===== config.mk =====
export PLATFORM = sky130hd
export DESIGN_NAME = crc_mem_access_sequencer_flat
export DESIGN_NICKNAME = d
export VERILOG_FILES = /design/src/rtl/crc_mem_pkg.sv /design/src/rtl/crc_mem_access_sequencer_if.sv /design/src/rtl/crc_scrub_scheduler.sv /design/src/rtl/crc_mem_access_sequencer.sv /design/src/flat_wrapper.sv
export SDC_FILE = /design/constraint.sdc
export NUM_CORES = 1
export LEC_CHECK = 0
export CORE_MARGIN = 2
export CORE_UTILIZATION = 45
export DETAILED_ROUTE_END_ITERATION = 16
export PLACE_DENSITY = 0.78
export SYNTH_ARGS = -nofsm -noshare
export SYNTH_HDL_FRONTEND = slang
export SYNTH_HIERARCHICAL = 1
export SYNTH_SLANG_ARGS = --single-unit

===== constraint.sdc =====
create_clock -name clk -period 2.1 [get_ports clk]
set_input_delay 0.42 -clock clk [delete_from_list [all_inputs] [get_ports clk]]
set_output_delay 0.42 -clock clk [all_outputs]
set_load 0.02 [all_outputs]

===== src/rtl/crc_mem_pkg.sv =====
// Shared constants and types for the CRC-protected memory sequencer.
// Memory words are DATA_W data bits plus CRC_W check bits.
package crc_mem_pkg;
    localparam int ADDR_W_DEF       = 4;
    localparam int SHIFT_CYCLES_DEF = 8;
    localparam int DATA_W           = 8;
    localparam int CRC_W            = 4;
    localparam int WORD_W           = DATA_W + CRC_W;

    typedef logic [2:0] state_t;

    localparam state_t ST_IDLE      = 3'd0;
    localparam state_t ST_ENC_LOAD  = 3'd1;
    localparam state_t ST_ENC_SHIFT = 3'd2;
    localparam state_t ST_MEM_WRITE = 3'd3;
    localparam state_t ST_DEC_LOAD  = 3'd4;
    localparam state_t ST_DEC_SHIFT = 3'd5;
    localparam state_t ST_DONE      = 3'd6;

    typedef enum logic {
        SRC_HOST  = 1'b0,
        SRC_SCRUB = 1'b1
    } src_e;
endpackage


===== src/rtl/crc_mem_access_sequencer_if.sv =====
// Host request/response bus of the CRC memory sequencer.
interface crc_mem_access_sequencer_if #(
    parameter int ADDR_W = 4
);
    logic              host_write;
    logic              host_read;
    logic [ADDR_W-1:0] host_addr;
    logic              host_ready;
    logic              host_rvalid;
    logic              host_rerror;

    modport master (
        output host_write, host_read, host_addr,
        input  host_ready, host_rvalid, host_rerror
    );

    modport slave (
        input  host_write, host_read, host_addr,
        output host_ready, host_rvalid, host_rerror
    );
endinterface


===== src/rtl/crc_scrub_scheduler.sv =====
// Background scrub timing: idle-cycle interval counter and the next address to scrub.
module crc_scrub_scheduler #(
    parameter int ADDR_W         = 4,
    parameter int SCRUB_INTERVAL = 64
) (
    input  logic              clk,
    input  logic              rst,
    input  logic              idle,
    input  logic              scrub_en,
    input  logic              scrub_accept,
    input  logic              scrub_done,
    output logic              scrub_due,
    output logic [ADDR_W-1:0] scrub_ptr
);
    localparam int IC_W = $clog2(SCRUB_INTERVAL);
    localparam logic [IC_W-1:0] IC_LAST = IC_W'(SCRUB_INTERVAL - 1);

    logic [IC_W-1:0] interval_cnt;

    assign scrub_due = scrub_en && (interval_cnt == IC_LAST);

    // A due scrub parks at terminal count until it is actually accepted.
    always_ff @(posedge clk or negedge rst) begin
        if (!rst) begin
            interval_cnt <= '0;
            scrub_ptr    <= '0;
        end else begin
            if (!scrub_en || scrub_accept) begin
                interval_cnt <= '0;
            end else if (idle && !scrub_due) begin
                interval_cnt <= interval_cnt + 1'b1;
            end
            if (scrub_done) begin
                scrub_ptr <= scrub_ptr + 1'b1;
            end
        end
    end
endmodule


===== src/rtl/crc_mem_access_sequencer.sv =====
// Sequences encoder, memory write port and decoder for one CRC-protected memory,
// arbitrating host writes, host reads and background scrub reads.
//
// state        | meaning
// IDLE         | ready for a request; arbitration write > read > scrub
// ENC_LOAD     | parallel load of the encoder
// ENC_SHIFT    | SHIFT_CYCLES encoder shift cycles
// MEM_WRITE    | single memory write strobe
// DEC_LOAD     | parallel load of the decoder
// DEC_SHIFT    | SHIFT_CYCLES decoder shift cycles
// DONE         | decoder result sampled, reported to host or scrub
module crc_mem_access_sequencer
    import crc_mem_pkg::*;
#(
    parameter int ADDR_W         = ADDR_W_DEF,
    parameter int SHIFT_CYCLES   = SHIFT_CYCLES_DEF,
    parameter int SCRUB_INTERVAL = 64,
    parameter int CNT_W          = 8
) (
    input  logic                   clk,
    input  logic                   rst,
    crc_mem_access_sequencer_if.slave host,
    input  logic                   scrub_en,
    input  logic                   dec_error,
    output logic                   enc_load,
    output logic                   enc_shift,
    output logic                   mem_wr_en,
    output logic [ADDR_W-1:0]      mem_addr,
    output logic                   dec_load,
    output logic                   dec_shift,
    output logic                   scrub_err_valid,
    output logic [ADDR_W-1:0]      scrub_err_addr,
    output logic [CNT_W-1:0]       err_count
);
    localparam int SC_W = $clog2(SHIFT_CYCLES + 1);
    localparam logic [SC_W-1:0] SC_LAST = SC_W'(SHIFT_CYCLES - 1);

    state_t            state;
    state_t            state_nxt;
    src_e              src;
    logic [SC_W-1:0]   shift_cnt;
    logic              idle;
    logic              accept_wr;
    logic              accept_rd;
    logic              accept_scrub;
    logic              shift_last;
    logic              in_shift;
    logic              done_host;
    logic              done_scrub;
    logic              scrub_due;
    logic [ADDR_W-1:0] scrub_ptr;

    assign idle         = (state == ST_IDLE);
    assign accept_wr    = idle && host.host_write;
    assign accept_rd    = idle && !host.host_write && host.host_read;
    assign accept_scrub = idle && !host.host_write && !host.host_read && scrub_due;
    assign shift_last   = (shift_cnt == SC_LAST);
    assign in_shift     = (state == ST_ENC_SHIFT) || (state == ST_DEC_SHIFT);

    always_comb begin
        state_nxt = state;
        case (state)
            ST_IDLE: begin
                if (accept_wr) begin
                    state_nxt = ST_ENC_LOAD;
                end else if (accept_rd || accept_scrub) begin
                    state_nxt = ST_DEC_LOAD;
                end
            end
            ST_ENC_LOAD:  state_nxt = ST_ENC_SHIFT;
            ST_ENC_SHIFT: if (shift_last) state_nxt = ST_MEM_WRITE;
            ST_MEM_WRITE: state_nxt = ST_IDLE;
            ST_DEC_LOAD:  state_nxt = ST_DEC_SHIFT;
            ST_DEC_SHIFT: if (shift_last) state_nxt = ST_DONE;
            ST_DONE:      state_nxt = ST_IDLE;
            default:      state_nxt = ST_IDLE;
        endcase
    end

    // Strobes are registered from the next state so no output can glitch on decode.
    always_ff @(posedge clk or negedge rst) begin
        if (!rst) begin
            state           <= ST_IDLE;
            src             <= SRC_HOST;
            shift_cnt       <= '0;
            mem_addr        <= '0;
            host.host_ready <= 1'b1;
            enc_load        <= 1'b0;
            enc_shift       <= 1'b0;
            mem_wr_en       <= 1'b0;
            dec_load        <= 1'b0;
            dec_shift       <= 1'b0;
            done_host       <= 1'b0;
            done_scrub      <= 1'b0;
        end else begin
            state <= state_nxt;
            if (in_shift && (state_nxt == state)) begin
                shift_cnt <= shift_cnt + 1'b1;
            end else begin
                shift_cnt <= '0;
            end
            if (accept_wr || accept_rd) begin
                mem_addr <= host.host_addr;
                src      <= SRC_HOST;
            end else if (accept_scrub) begin
                mem_addr <= scrub_ptr;
                src      <= SRC_SCRUB;
            end
            host.host_ready <= (state_nxt == ST_IDLE);
            enc_load        <= (state_nxt == ST_ENC_LOAD);
            enc_shift       <= (state_nxt == ST_ENC_SHIFT);
            mem_wr_en       <= (state_nxt == ST_MEM_WRITE);
            dec_load        <= (state_nxt == ST_DEC_LOAD);
            dec_shift       <= (state_nxt == ST_DEC_SHIFT);
            done_host       <= (state_nxt == ST_DONE) && (src == SRC_HOST);
            done_scrub      <= (state_nxt == ST_DONE) && (src == SRC_SCRUB);
        end
    end

    assign host.host_rvalid = done_host;
    assign host.host_rerror = done_host && dec_error;
    assign scrub_err_valid  = done_scrub && dec_error;

    always_ff @(posedge clk or negedge rst) begin
        if (!rst) begin
            err_count      <= '0;
            scrub_err_addr <= '0;
        end else begin
            if ((done_host || done_scrub) && dec_error && (err_count != '1)) begin
                err_count <= err_count + 1'b1;
            end
            if (scrub_err_valid) begin
                scrub_err_addr <= mem_addr;
            end
        end
    end

    crc_scrub_scheduler #(
        .ADDR_W         (ADDR_W),
        .SCRUB_INTERVAL (SCRUB_INTERVAL)
    ) u_scrub (
        .clk          (clk),
        .rst          (rst),
        .idle         (idle),
        .scrub_en     (scrub_en),
        .scrub_accept (accept_scrub),
        .scrub_done   (done_scrub),
        .scrub_due    (scrub_due),
        .scrub_ptr    (scrub_ptr)
    );
endmodule


===== src/flat_wrapper.sv =====
// flat-port wrapper written by rule: the top's interface ports become plain ports
module crc_mem_access_sequencer_flat import crc_mem_pkg::*;
#(
    parameter int ADDR_W         = ADDR_W_DEF,
    parameter int SHIFT_CYCLES   = SHIFT_CYCLES_DEF,
    parameter int SCRUB_INTERVAL = 64,
    parameter int CNT_W          = 8
)
  (clk, rst, scrub_en, dec_error, enc_load, enc_shift, mem_wr_en, mem_addr, dec_load, dec_shift, scrub_err_valid, scrub_err_addr, err_count, host_host_write, host_host_read, host_host_addr, host_host_ready, host_host_rvalid, host_host_rerror);
  crc_mem_access_sequencer_if #(.ADDR_W(ADDR_W)) host_i ();
  input  logic clk;
  input  logic rst;
  input  logic scrub_en;
  input  logic dec_error;
  output logic enc_load;
  output logic enc_shift;
  output logic mem_wr_en;
  output logic [ADDR_W-1:0] mem_addr;
  output logic dec_load;
  output logic dec_shift;
  output logic scrub_err_valid;
  output logic [ADDR_W-1:0] scrub_err_addr;
  output logic [CNT_W-1:0] err_count;
  input wire logic [$bits(host_i.host_write)-1:0] host_host_write;
  input wire logic [$bits(host_i.host_read)-1:0] host_host_read;
  input wire logic [$bits(host_i.host_addr)-1:0] host_host_addr;
  output wire logic [$bits(host_i.host_ready)-1:0] host_host_ready;
  output wire logic [$bits(host_i.host_rvalid)-1:0] host_host_rvalid;
  output wire logic [$bits(host_i.host_rerror)-1:0] host_host_rerror;
  assign host_i.host_write = host_host_write;
  assign host_i.host_read = host_host_read;
  assign host_i.host_addr = host_host_addr;
  assign host_host_ready = host_i.host_ready;
  assign host_host_rvalid = host_i.host_rvalid;
  assign host_host_rerror = host_i.host_rerror;
  crc_mem_access_sequencer #(.ADDR_W(ADDR_W), .SHIFT_CYCLES(SHIFT_CYCLES), .SCRUB_INTERVAL(SCRUB_INTERVAL), .CNT_W(CNT_W)) u_core (.clk(clk), .rst(rst), .host(host_i), .scrub_en(scrub_en), .dec_error(dec_error), .enc_load(enc_load), .enc_shift(enc_shift), .mem_wr_en(mem_wr_en), .mem_addr(mem_addr), .dec_load(dec_load), .dec_shift(dec_shift), .scrub_err_valid(scrub_err_valid), .scrub_err_addr(scrub_err_addr), .err_count(err_count));
endmodule

Word level (Yosys, flattened, before mapping)

Index checks and enable logic that the tools add are counted.

Word-level logic and storage cells: 74
Register bits: 42
Input port bits: 10

Reduce and logical (&&, ||, !) cells: 27
Equality and inequality tests: 14
Mux-type cells: 12
Bitwise gates (word level): 1
Add/subtract/negate cells: 4

Operator list:

| kind                | count |
|---|---|
| $eq 3x3->1 const B  | 5 |
| $pmux 3 s5          | 1 |
| $logic_and 1x1->1   | 14 |
| $mux 3              | 4 |
| $mux 4              | 3 |
| $mux 6              | 2 |
| $eq 3x2->1 const B  | 3 |
| $add 4x1->4 const B | 2 |
| $add 8x1->8 const B | 1 |
| $ne 8x8->1 const B  | 1 |
| $add 6x1->6 const B | 1 |
| $eq 3x1->1 const B  | 2 |
| $eq 6x6->1 const B  | 1 |
| $logic_not 3->1     | 2 |
| $logic_or 1x1->1    | 5 |
| $eq 4x3->1 const B  | 1 |
| $logic_not 1->1     | 4 |
| $reduce_bool 2->1   | 2 |
| $eq 3x3->1          | 1 |
| $mux 1              | 2 |
| $not 1->1           | 1 |

Depth between registers and ports, before layout

Word-level depth: 11
Depth in mapped cells: 9
Depth with buffers taken out: 9

Modules after synthesis

The synthesis kept the hierarchy.

By module, submodules not included:

| module                   | cells each | times used | area each (um^2) |
|---|---|---|---|
| crc_mem_access_sequencer | 131        | 1          | 1395.1 |
| crc_scrub_scheduler      | 45         | 1          | 510.5 |

Least setup slack after synthesis

OpenSTA, ideal clock, no wires.

Path type: register to register
Start: register u_core.u_scrub.interval_cnt[0]
End: register u_core.u_scrub.interval_cnt[5]
Path slack: 442 ps
Setup time: 136 ps
Arrival: 1522 ps
Stages on the path, launching flop included: 10
Clock period less this slack: 1658 ps
Path through: dfrtp_1 -> ha_1 -> and3_4 -> nand2_2 -> inv_1 -> nand2_1 -> nor2_1 -> and2b_1 -> o311ai_1 -> o41ai_1

Word-level cells in the longest chain between the ends: 5
Elaborated cells on any way between the ends: 10
Those cells by class: add/sub (1); eq/ne (1); mux (2); reduce/logical (6)

Ends and longest elaborated chain:

| what                                               | RTL line                       | RTL |
|---|---|---|
| start, declared                                    | crc_scrub_scheduler.sv:18      | `logic [IC_W-1:0] interval_cnt;` |
| start signal, assigned                             | crc_scrub_scheduler.sv:31      | `interval_cnt <= interval_cnt + 1'b1;` |
| $eq 6x6->1 *                                       | crc_scrub_scheduler.sv:20      | `assign scrub_due = scrub_en && (interval_cnt == IC_LAST);` |
| $logic_and 1x1->1 *                                | crc_scrub_scheduler.sv:20      |  |
| named net u_core.scrub_due                         | crc_mem_access_sequencer.sv:50 | `logic scrub_due;` |
| $logic_and 1x1->1 *                                | crc_mem_access_sequencer.sv:56 | `assign accept_scrub = idle && !host.host_write && !host.host_read && scrub_due;` |
| named net u_core.accept_scrub                      | crc_mem_access_sequencer.sv:45 | `logic accept_scrub;` |
| $logic_or 1x1->1 *                                 | crc_scrub_scheduler.sv:28      | `if (!scrub_en \|\| scrub_accept) begin` |
| $mux 6 / $reduce_bool 2->1 (equally long branches) | -                              |  |

The timed path passes the listed nets; every way through them passes the cells marked *. The select of a mux whose other input is x is not followed.
A chain may end at the register's enable or synchronous reset.

Worst setup path in the final report

Start: input port dec_error
End: output port host_host_rerror

Word-level cells in the longest chain between the ends: 1

Ends and longest elaborated chain:

| what              | RTL line                        | RTL |
|---|---|---|
| start, declared   | flat_wrapper.sv:14              | `input logic dec_error;` |
| $logic_and 1x1->1 | crc_mem_access_sequencer.sv:121 | `assign host.host_rerror = done_host && dec_error;` |
| end, declared     | flat_wrapper.sv:29              | `output wire logic [$bits(host_i.host_rerror)-1:0] host_host_rerror;` |

Every way passes these cells.

==> flow_summary.toml <==
[outcome]
run_status = "finished, final reports clean"

[placement]
preCtsSetupSlack_ps = 0.332
port_buffers = 34
dp.final_hpwl_mm = 2.66
dpl-instance-area_um2 = 2350
place.detailed.instances = 266
final_estimated_routing_congestion_in_global_placement = 0.868

[sta]
final.setup.worst_slack_ps = 16.7
finalHoldWorstSlack_ps = 175
slew_headroom = 0.655
finalMaxSlewViolations = 0
max_clock_freq_mhz = 480
worst_clock_skew_ps = 5.24
setup_repair_after_global_routing_missed_its_margin = "false"
finalHoldViolCount = 0
timing.final.setup_violations = 0
post_route_clock_period_utilization = 0.992
tightestPinTransition_ps = 518
fin_crit_ps = 2080
setup-tns-final_ps = 0

[synthesis]
synth_sequential_area_ratio = 0.552
post_syn_instances = 176
number_of_flops_mapped_to_enable_cells_by_yosys = 0
synth_area_um2 = 1910
synth_cell_types = 44
synth.net_count = 190
postSynthRegisterBits = 42
yosysWarnings = 6
ys_dominant_reg_cell = "dfrtp_1"
avgSynthCellArea_um2 = 10.8
async_flop_share = 1.00

[layout]
areaGrowthSynthToFinish_pct = 28.7
fin_util = 0.609
final.fill_count = 338
multiInputGateArea_um2 = 810
post_route_cells_drive_above_1_share = 0.143
finish.cell_count_without_fillers = 274
final_design_area_no_fill_um2 = 2450
layout.area.seq_um2 = 1050
final_net_count = 237
final_cell_mix = "dfrtp_1, clkdlybuf4s50_1, nor2_1"
most_common_cell_after_layout_fill_and_taps_aside = "dfrtp_1"
antenna_cells_inserted = 0

[detailed_routing]
drt_wl_total_mm = 3.78
route.detailed.vias_per_inst = 5.24
drt-wirelength-per-cell_um = 13.8
detail_route.drc_violations = 0
num_vias = 1435
number_of_detailed_routing_iterations_run_before_antenna_repair = 4
postRouteAntennaNets = 0
drtIter0Drc = 86

[clock_tree]
clock_tree.root_cell = "clkbuf_8"
cts_hold_buf = 0
clkLatencyLatePin_ps = 300
tritoncts = "yes"
quantity_of_gates_resized_following_cts = 1
cts_setup_buffers = 0
cts.htree.levels = 2
cts.path.max_buffers = 2
cts_made_buffers = 5
clock_slew_at_reported_path_ffs_ps = 70
tritoncts_num_sinks = 42

[global_routing]
grt_first_pass_wirelength_mm = 6.46
antenna_violations_before_repair = 0
global_route.overflow_total = 0
first_global_vias = 1444
pin_count_of_the_biggest_net_entering_global_routing = 43
grtUsageTotal = 0.170

[setup_path]
cp_data_required_time_ps = 1680
timing.critical_path.to_type = "output pin"
cell_by_cell_trace_of_the_critical_path = "clkdlybuf4s50_1 -> and2_1 -> clkdlybuf4s50_1"
critPathMaxStageDelay_ps = 600
cp_data_arrival_time_ps = 1660
top_fanout_value_on_the_critical_path = 3
crit_top_cell = "clkdlybuf4s50_1"
slowest_stage = "clkdlybuf4s50_1"
timing.setup.critical_path_class = "in2out"
timing.critical_path.from_type = "input pin"

[floorplanning]
core_area_um2 = 4030
die_x_um = 69.1
start_util = 0.473
die_area_um2 = 4770
io_pins = 35
rows = 23
chipHeight_um = 69.1

[power]
p_per_area_nw_per_um2 = 943
fin_total_pwr_mw = 2.31
p_leak_nw = 1.12
ir_drop_mv = 0.610

[flow_run]
max_cap_viol_count = 0

[min_path]
worstHoldPathType = "in2async"
==> cells by family after synthesis <==
logic type / after synthesis / share of synthesized area
flip-flops: 42 / 0.552
XOR/XNOR: 8 / 0.0368
buffers and inverters: 9 / 0.0230
multiplexers: 11 / 0.0630
AO/OA/AOI/OAI: 30 / 0.102
adder cells (fa/ha/maj): 4 / 0.0263
AND/OR/NAND/NOR: 72 / 0.196
==> routing by layer <==
| metal | up-vias | wire (µm) | global-route usage |
|---|---|---|---|
| met5 | - | 0 | 0 |
| met4 | 0 | 68 | 0.0719 |
| met3 | 5 | 135 | 0.0453 |
| met2 | 32 | 1870 | 0.279 |
| met1 | 686 | 1700 | 0.212 |
| li1 | 712 | - | - |
==> synthesized netlist by cell type, types with 2 or more instances <==
master | count | area [µm²]
a31oi_1 | 3 | 18.8
nand3b_1 | 3 | 22.5
and2_1 | 3 | 18.8
inv_1 | 6 | 22.5
nor2_1 | 23 | 86.3
nor3_1 | 5 | 25.0
and3_4 | 2 | 22.5
o21bai_1 | 2 | 15.0
o22ai_1 | 4 | 25.0
mux2_2 | 7 | 78.8
ha_1 | 4 | 50.1
nand2b_1 | 3 | 18.8
o21ai_0 | 2 | 10.0
xnor2_1 | 6 | 52.6
xor2_1 | 2 | 17.5
nand4_1 | 4 | 25.0
mux2i_1 | 3 | 30.0
nand3_1 | 5 | 25.0
nand2_1 | 16 | 60.1
a21oi_1 | 9 | 45.0
dfrtp_1 | 41 | 1030
==> final timing paths <==
path                                                            start  slack [ps]  depth (start not counted)                                         end
max                                                         dec_error          20                          3                            host_host_rerror
max in group asynchronous                                         rst        1550                          2            u_core/host.host_ready$_DFF_PN1_
max reg2reg                u_core/u_scrub/interval_cnt[0]$_DFFE_PN0P_         280                          9  u_core/u_scrub/interval_cnt[5]$_DFFE_PN0P_
min                                                               rst         180                          2                  u_core/dec_shift$_DFF_PN0_
min in group clk                        u_core/shift_cnt[0]$_DFF_PN0_         460                          1               u_core/shift_cnt[0]$_DFF_PN0_
min reg2reg                             u_core/shift_cnt[0]$_DFF_PN0_         460                          1               u_core/shift_cnt[0]$_DFF_PN0_
==> power breakdown <==
group | internal (mW) | total [mW] | leakage [nW] | switching (mW)
Clock | 0.356 | 0.618 | 0.0524 | 0.263
Combinational | 0.299 | 0.644 | 0.513 | 0.346
Sequential | 0.935 | 1.05 | 0.557 | 0.115
Total | 1.59 | 2.31 | 1.12 | 0.724
==> critical path: cells and delay by family <==
family | cells | cell delay (ps)
simple gates | 1 | 140
buf+inv | 2 | 1110
==> sequential cells by signal, summed over array words and instances, names as in the netlist <==
| name | flops |
|---|---|
| u_core/dec_load | 1 |
| u_core/dec_shift | 1 |
| u_core/done_scrub | 1 |
| u_core/enc_load | 1 |
| u_core/enc_shift | 1 |
| u_core/err_count | 8 |
| u_core/host.host_ready | 1 |
| u_core/host.host_rvalid | 1 |
| u_core/mem_addr | 4 |
| u_core/mem_wr_en | 1 |
| u_core/scrub_err_addr | 4 |
| u_core/shift_cnt | 4 |
| u_core/src | 1 |
| u_core/state | 3 |
| u_core/u_scrub/interval_cnt | 6 |
| u_core/u_scrub/scrub_ptr | 4 |
==> area by class of cell <==
type | count | share of cell area
sequential | 42 | 0.429
inverter | 7 | 0.0112
tap | 50 | 0.0255
clock buffer | 7 | 0.0311
timing repair buffer | 42 | 0.161
multi-input combinational | 125 | 0.330
clock inverter | 1 | 0.0122
Note: power is estimated with default switching activity, not from simulation.
